## config.mk

```make
export PLATFORM = sky130hd
export DESIGN_NAME = video_scanlines
export DESIGN_NICKNAME = d
export VERILOG_FILES = /design/src/rtl/video_scanlines.sv
export SDC_FILE = /design/constraint.sdc
export NUM_CORES = 1
export LEC_CHECK = 0
export BUFFER_PORTS_ARGS = -buffer_cell sky130_fd_sc_hd__buf_2
export CELL_PAD_IN_SITES_DETAIL_PLACEMENT = 1
export CELL_PAD_IN_SITES_GLOBAL_PLACEMENT = 1
export CORE_MARGIN = 2
export CORE_UTILIZATION = 47
export DETAILED_ROUTE_END_ITERATION = 7
export GPL_TIMING_DRIVEN = 0
export PLACE_DENSITY = 0.95
export SLEW_MARGIN = 40
export SYNTH_ARGS = -nofsm -noshare
export SYNTH_HDL_FRONTEND = slang
export SYNTH_SLANG_ARGS = --single-unit
```

## constraint.sdc

```tcl
create_clock -name clk_vid -period 9.2 [get_ports clk_vid]
set_input_delay 0.46 -clock clk_vid [delete_from_list [all_inputs] [get_ports clk_vid]]
set_output_delay 0.46 -clock clk_vid [all_outputs]
set_load 0.05 [all_outputs]
```

## src/rtl/video_scanlines.sv

```systemverilog
// Scanline dimming stage for a cleaned video stream.
// Two-stage pixel pipeline: stage 1 samples the stream and decides the dim
// level, stage 2 applies the dim arithmetic and blanks colour outside DE.
// In parallel, the active area is measured each frame and published on VS.
module video_scanlines #(
    parameter int DATA_W = 8
) (
    input  logic              clk_vid,
    input  logic              reset,
    input  logic              ce_pix,
    input  logic [1:0]        scanlines,
    input  logic [DATA_W-1:0] R,
    input  logic [DATA_W-1:0] G,
    input  logic [DATA_W-1:0] B,
    input  logic              HS,
    input  logic              VS,
    input  logic              DE,
    output logic [DATA_W-1:0] VGA_R,
    output logic [DATA_W-1:0] VGA_G,
    output logic [DATA_W-1:0] VGA_B,
    output logic              VGA_HS,
    output logic              VGA_VS,
    output logic              VGA_DE,
    output logic [11:0]       hact,
    output logic [11:0]       vact,
    output logic              frame_valid
);

    localparam int CNT_W = 12;

    // Dim arithmetic; mode 0 passes the channel through untouched.
    function automatic logic [DATA_W-1:0] dim_chan(input logic [DATA_W-1:0] c,
                                                   input logic [1:0]        mode);
        logic [DATA_W-1:0] res;
        case (mode)
            2'd1:    res = (c >> 1) + (c >> 2);
            2'd2:    res = c >> 1;
            2'd3:    res = c >> 2;
            default: res = c;
        endcase
        return res;
    endfunction

    // Saturating increment for the 12-bit measurement counters.
    function automatic logic [CNT_W-1:0] sat_inc(input logic [CNT_W-1:0] v);
        return (v == {CNT_W{1'b1}}) ? v : v + {{(CNT_W-1){1'b0}}, 1'b1};
    endfunction

    // ---- stage 1 registers (also serve as previous-sample history) ----
    logic [DATA_W-1:0] r_p1_q, g_p1_q, b_p1_q;
    logic              hs_p1_q, vs_p1_q, de_p1_q;
    logic [1:0]        mode_p1_q;

    // ---- stage 2 registers (drive the outputs) ----
    logic [DATA_W-1:0] r_p2_q, g_p2_q, b_p2_q;
    logic              hs_p2_q, vs_p2_q, de_p2_q;

    // ---- frame / line state ----
    logic [1:0]        lvl_q, lvl_d;
    logic              par_q, par_d;
    logic [CNT_W-1:0]  hcnt_q, hcnt_d;
    logic [CNT_W-1:0]  hline_q, hline_d;
    logic [CNT_W-1:0]  vcnt_q, vcnt_d;
    logic [CNT_W-1:0]  hact_q, hact_d;
    logic [CNT_W-1:0]  vact_q, vact_d;
    logic              fv_q, fv_d;

    logic              vs_rise, de_rise, de_fall;
    logic [CNT_W-1:0]  hline_cap, vact_cap;
    logic [1:0]        mode_d;

    // Edges compare the current sample against the one held in stage 1.
    assign vs_rise = VS & ~vs_p1_q;
    assign de_rise = DE & ~de_p1_q;
    assign de_fall = ~DE & de_p1_q;

    // A line completing on the VS sample itself still belongs to the frame.
    assign hline_cap = de_fall ? hcnt_q : hline_q;
    assign vact_cap  = de_fall ? sat_inc(vcnt_q) : vcnt_q;

    // Odd lines of a frame with a non-zero level carry the level into stage 2.
    assign mode_d = (par_q && (lvl_q != 2'd0)) ? lvl_q : 2'd0;

    // Next-state logic for level, parity and the active-area measurement.
    always_comb begin
        lvl_d   = lvl_q;
        par_d   = par_q;
        hcnt_d  = hcnt_q;
        hline_d = hline_q;
        vcnt_d  = vcnt_q;
        hact_d  = hact_q;
        vact_d  = vact_q;
        fv_d    = fv_q;
        if (ce_pix) begin
            // The rising sample is itself an active pixel, so restart at 1.
            if (de_rise) begin
                hcnt_d = {{(CNT_W-1){1'b0}}, 1'b1};
            end else if (DE) begin
                hcnt_d = sat_inc(hcnt_q);
            end
            if (de_fall) begin
                hline_d = hcnt_q;
                vcnt_d  = sat_inc(vcnt_q);
                par_d   = ~par_q;
            end
            // VS wins over the DE-fall toggle and restarts the line count.
            if (vs_rise) begin
                lvl_d  = scanlines;
                par_d  = 1'b0;
                vcnt_d = '0;
                if (vact_cap != '0) begin
                    hact_d = hline_cap;
                    vact_d = vact_cap;
                    fv_d   = 1'b1;
                end
            end
        end
    end

    // Frame / line state registers.
    always_ff @(posedge clk_vid) begin
        if (reset) begin
            lvl_q   <= '0;
            par_q   <= 1'b0;
            hcnt_q  <= '0;
            hline_q <= '0;
            vcnt_q  <= '0;
            hact_q  <= '0;
            vact_q  <= '0;
            fv_q    <= 1'b0;
        end else begin
            lvl_q   <= lvl_d;
            par_q   <= par_d;
            hcnt_q  <= hcnt_d;
            hline_q <= hline_d;
            vcnt_q  <= vcnt_d;
            hact_q  <= hact_d;
            vact_q  <= vact_d;
            fv_q    <= fv_d;
        end
    end

    // Stage 1: sample the stream and latch the dim decision.
    always_ff @(posedge clk_vid) begin
        if (reset) begin
            r_p1_q    <= '0;
            g_p1_q    <= '0;
            b_p1_q    <= '0;
            hs_p1_q   <= 1'b0;
            vs_p1_q   <= 1'b0;
            de_p1_q   <= 1'b0;
            mode_p1_q <= '0;
        end else if (ce_pix) begin
            r_p1_q    <= R;
            g_p1_q    <= G;
            b_p1_q    <= B;
            hs_p1_q   <= HS;
            vs_p1_q   <= VS;
            de_p1_q   <= DE;
            mode_p1_q <= mode_d;
        end
    end

    // Stage 2: apply dimming, blank colour outside DE, drive outputs.
    always_ff @(posedge clk_vid) begin
        if (reset) begin
            r_p2_q  <= '0;
            g_p2_q  <= '0;
            b_p2_q  <= '0;
            hs_p2_q <= 1'b0;
            vs_p2_q <= 1'b0;
            de_p2_q <= 1'b0;
        end else if (ce_pix) begin
            r_p2_q  <= de_p1_q ? dim_chan(r_p1_q, mode_p1_q) : '0;
            g_p2_q  <= de_p1_q ? dim_chan(g_p1_q, mode_p1_q) : '0;
            b_p2_q  <= de_p1_q ? dim_chan(b_p1_q, mode_p1_q) : '0;
            hs_p2_q <= hs_p1_q;
            vs_p2_q <= vs_p1_q;
            de_p2_q <= de_p1_q;
        end
    end

    assign VGA_R       = r_p2_q;
    assign VGA_G       = g_p2_q;
    assign VGA_B       = b_p2_q;
    assign VGA_HS      = hs_p2_q;
    assign VGA_VS      = vs_p2_q;
    assign VGA_DE      = de_p2_q;
    assign hact        = hact_q;
    assign vact        = vact_q;
    assign frame_valid = fv_q;

endmodule

```

**Word-level counts from Yosys, hierarchy flattened**

Index checks and enable logic that the tools add are counted.

- Add/sub/neg operators: 5
- Eq/ne operators: 6
- Muxes and demuxes: 16
- Bitwise gates (word level): 7
- Reductions and logical operators: 9

Operators with widths:

| cell | count |
|---|---|
| 12-bit two-way mux | 7 |
| 8-bit case mux with 3 select lines | 3 |
| 12-bit by 1-bit adder with 12-bit output, second input constant | 2 |
| 7-bit by 6-bit adder with 8-bit output | 3 |
| 12-bit == test, second input constant | 2 |
| 8-bit two-way mux | 3 |
| 12-bit nonzero test | 1 |
| 3-bit AND reduction | 2 |
| 2-bit nonzero test | 3 |
| 2-bit == test, second input constant | 2 |
| 1-bit inverter | 4 |
| 2-bit AND reduction | 2 |
| 1-bit bitwise AND | 3 |
| 2-bit by 1-bit == test with 1-bit output, second input constant | 1 |
| 1-bit two-way mux | 2 |
| 2-bit two-way mux | 1 |
| 2-bit inequality test, second input constant | 1 |
| 1-bit logical AND | 1 |

- Register bits after elaboration: 120
- Input bits: 32
- Output and inout bits: 52

**Logic depth before layout (Yosys ltp)**

- Depth in word-level cells: 5
- Gate-level depth with buffers: 11
- Gate-level depth less buffers: 9

**Worst setup path before layout**

Ideal clock, no wire load.

- Kind: reg2reg
- From: register vcnt_q[0]
- To: register hact_q[2], in the netlist hact[2]
- Arrival time: 2.992 ns
- Path slack: 6.069 ns
- Stages on the path, launching flop included: 11
- Path buffers: 2
- Cells stage by stage: dfxtp_1 ha_1 nand4_1 or4_1 buf_2 and2_4 mux2_4 or4b_4 o21ai_0 buf_4 o32ai_2

- Cells in the longest elaborated chain, start to end: 5
- Elaborated cells between the ends (all ways): 6

RTL lines:

| item | RTL line | text |
|---|---|---|
| start: declaration | 63 | `logic [CNT_W-1:0] vcnt_q, vcnt_d;` |
| start signal: assignment | 136 | `vcnt_q <= vcnt_d;` |
| 12-bit by 1-bit adder with 12-bit output / 12-bit == test (equally long branches) | 46 | `return (v == {CNT_W{1'b1}}) ? v : v + {{(CNT_W-1){1'b0}}, 1'b1};` |
| 12-bit two-way mux | - |  |
| 12-bit two-way mux * | - |  |
| 12-bit nonzero test * | 111 | `if (vact_cap != '0) begin` |
| 3-bit AND reduction (no source line) * | - |  |
| end signal: assignment | 137 | `hact_q <= hact_d;` |
| end: declaration | 64 | `logic [CNT_W-1:0] hact_q, hact_d;` |

Every way passes the cells marked *; elsewhere a longest branch is shown, timed or not.
A chain may end at the register's enable or synchronous reset.

**Worst setup path in the final report**

- From: register de_p1_q
- To: register hact_q[4], in the netlist hact[4]

- Cells in the longest elaborated chain, start to end: 4
- Elaborated cells between the ends (all ways): 5

RTL lines:

| item | RTL line | text |
|---|---|---|
| start: declaration | 51 | `logic hs_p1_q, vs_p1_q, de_p1_q;` |
| start signal: assignment | 151 | `de_p1_q <= 1'b0;` |
| start signal: assignment | 159 | `de_p1_q <= DE;` |
| 1-bit bitwise AND * | 75 | `assign de_fall = ~DE & de_p1_q;` |
| 12-bit two-way mux | - |  |
| 12-bit nonzero test | 111 |  |
| 3-bit AND reduction (no source line) | - |  |

Marks and branches as above.

==> qor.yml <==
outcome:
  status: "complete, no violations"
floorplanning:
  dieArea_mm2: 0.01394
  die_h_um: 118.1
  die_w_um: 118.1
  rows: 41
  floorplan.io_pins: 84
  core-area_mm2: 0.01267
  start_util_pct: 48.27
routing:
  drcViolationCount: 0
  wl_met3_mm: 1.055
  dr_wl_met2_mm: 9.685
  first_pass_iters: 5
  top_layer_used: "met4"
  via_per_inst: 5.913
  drt-wirelength-per-cell_um: 19.74
  postRouteAntennaNets: 0
  wirelength_met1_mm: 7.532
  drt_iter0_drc: 317
  drt_wl_total_mm: 19.07
  vias: 5712
synthesis:
  syn_area_mm2: 0.006116
  synthesis.nets: 738
  syn_avg_cell_area_um2: 8.994
  yosys_warnings: 0
  yosysSeqAreaShare_pct: 39.28
  yosysTopAreaCell: "dfxtp_1"
  ys_async_sr_fraction_pct: 0
  synth_top_flop_cell: "dfxtp_1"
  synth_top_cell_area_share_pct: 39.28
  synth_cells: 680
  synthTopCellsByArea: "dfxtp_1, mux2i_1, nor2_1"
  synth-edff-count: 0
  ys_types: 58
  ys_ff_latch: 120
clock_network:
  h-tree-depth: 4
  cts_tree: "done"
  cts_setup_buffers: 0
  numCtsBuffers: 17
  cts_buffer_depth: 2
  cts.sinks: 120
  post_cts_resized: 0
  ctsHoldBuffers: 0
  path_clk_slew_ns: 0.06
  cts_root_buf: "clkbuf_16"
  clock_latency_ns: 0.43
sta:
  post-route-min-period_ns: 3.654
  fmax_ghz: 0.2737
  slew-limit-headroom_pct: 46.25
  worst_slew_pin_slew_ns: 0.8062
  slew_viol_final: 0
  setup_viol: 0
  post-route-period-util_pct: 39.72
  worst_slack_ns: 5.546
  rsz0062_at_grt: "false"
  finalClockSkew_ns: 0.007797
  setup_tns_ns: 0
  whs_ns: 0.2704
  hold_violations: 0
pwr:
  p_sw_uw: 317.9
  p_seq_share_pct: 40.4
  sw_frac_of_total_pct: 23.62
  powerDensity_mw_per_mm2: 182.7
  total_power_uw: 1346
  power.internal_uw: 1028
  ir_drop_mv: 0.1044
  clkPwrFrac_pct: 52.0
  combPwrFrac_pct: 7.6
  leakagePower_uw: 0.002960
place:
  dp.cells: 934
  gp_congestion: 0.9182
  io_buffers: 82
  post-dp-hpwl_mm: 13.48
  pre_cts_slack_ns: 5.603
layout:
  mostFrequentLayoutCells: "dfxtp_1, buf_2, nor2_1"
  final_common_cell: "dfxtp_1"
  antenna_cells: 0
  drive_gt1_share_pct: 18.64
  syn_to_final_growth_pct: 20.44
  final_nets: 839
  fin_cells: 966
global_routing:
  grt_pass1_vias: 5999
  grt_pass1_wl_mm: 30.82
  grt_max_degree: 17
  grt_usage_pct: 27.93
  antenna_found_initial: 0
  overflow: 0
setup_path:
  cp_slowest_cell: "or4b_4"
  rrSetupSlack_ns: 5.55
  cp.required_ns: 9.48
  cpPeakStageDelay_ns: 0.59
  crit_type: "flip-flop to flip-flop"
  path_cells: "clkbuf_1 > nor2b_1 > clkbuf_1 > nand3_1 > nor3_1 > mux2_2 > or4b_4 > o21ai_0 > buf_4 > o32ai_2"
  critPathLaunchType: "flip-flop"
  critical-path-top-delay-family: "simple AND/OR/NAND/NOR gates"
  cpMostUsedCell: "clkbuf_1"
  end_kind: "flip-flop"
  path_buf_inv: 3
  crit_arrival_ns: 3.93
  worstPathMaxFanout: 10
worst_hold_path:
  hold_path.class: "input port to flip-flop"
flow_run:
  maxCapViolCount: 0
[cells by family (layout without fill, tap and decap cells)]
family / after synthesis / in the layout / share of synthesized area, %
compound gates: 163 / 163 / 18.33
xor+xnor: 32 / 32 / 4.583
fa+ha+maj: 26 / 26 / 5.688
buf+inv: 66 / 180 / 4.439
flops: 120 / 120 / 39.28
mux: 63 / 63 / 11.85
simple gates: 210 / 210 / 15.83
[layout make-up]
class	count	area [um^2]
Clock inverter	7	113.9
Sequential cell	120	2402
Clock buffer	25	505.5
Fill cell	1519	5305
Buffer	45	192.7
Tap cell	172	215.2
Timing Repair Buffer	82	410.4
Inverter	21	78.83
Multi-Input combinational cell	494	3447
[power by group through the flow]
| stage | Sequential [uW] | Combinational (uW) | Clock, uW |
|---|---|---|---|
| 2_1_floorplan | 556 | 61.5 | 0 |
| 3_3_place_gp | 553 | 90.7 | 0 |
| 3_5_place_dp | 555 | 98.2 | 0 |
| 4_1_cts | 544 | 102 | 701 |
| 5_1_grt | 546 | 111 | 726 |
| 6_report | 544 | 102 | 699 |
[per-stage QoR]
stage	cell area [um^2]	util, %
after floorplan	6116	-
after CTS	7366	58.13
after global routing	7366	58.13
final	7366	58.13
after global placement	6741	53.20
after detailed placement	6746	53.24
[flip-flops by register name (all words and copies together) (netlist names), 2 cells and up]
signal / flops
hact: 12
hcnt_q: 12
hline_q: 12
vact: 12
vcnt_q: 12
VGA_B: 8
VGA_G: 8
VGA_R: 8
b_p1_q: 8
g_p1_q: 8
r_p1_q: 8
lvl_q: 2
mode_p1_q: 2
[layer usage]
metal / up-vias / GRT usage, %
li1: 2635 / -
met1: 2806 / 31.83
met2: 205 / 48.70
met3: 66 / 5.911
met4: 0 / 14.91
met5: - / 0
[cells in the mapped netlist, types with 6 or more instances]
cell / instances
xor2_1: 21
clkbuf_1: 30
ha_1: 23
nor3_1: 13
o21bai_1: 6
mux2i_1: 54
mux4_2: 7
nand2b_1: 6
a21oi_1: 55
buf_1: 8
nor3b_1: 6
a32o_1: 6
nand2_1: 59
inv_1: 20
nand3_1: 12
o32ai_2: 9
a211oi_1: 7
o21ai_0: 33
dfxtp_1: 120
a22oi_1: 14
nor2_1: 82
xnor2_1: 11
[path summary, 6_finish.rpt]
path         startpoint          to  depth (start not counted)
max             de_p1_q     hact[4]                         10
min                R[5]   r_p1_q[5]                          3
min reg2reg  hline_q[4]  hline_q[4]                          2
max reg2reg     de_p1_q     hact[4]                         10
[worst min-delay path: cells and delay by family]
kind	cells	cell delay, ns
buf+inv	1	0.08
simple gates	1	0.07
mux	1	0.06
Power figures use the tool's default switching activity.
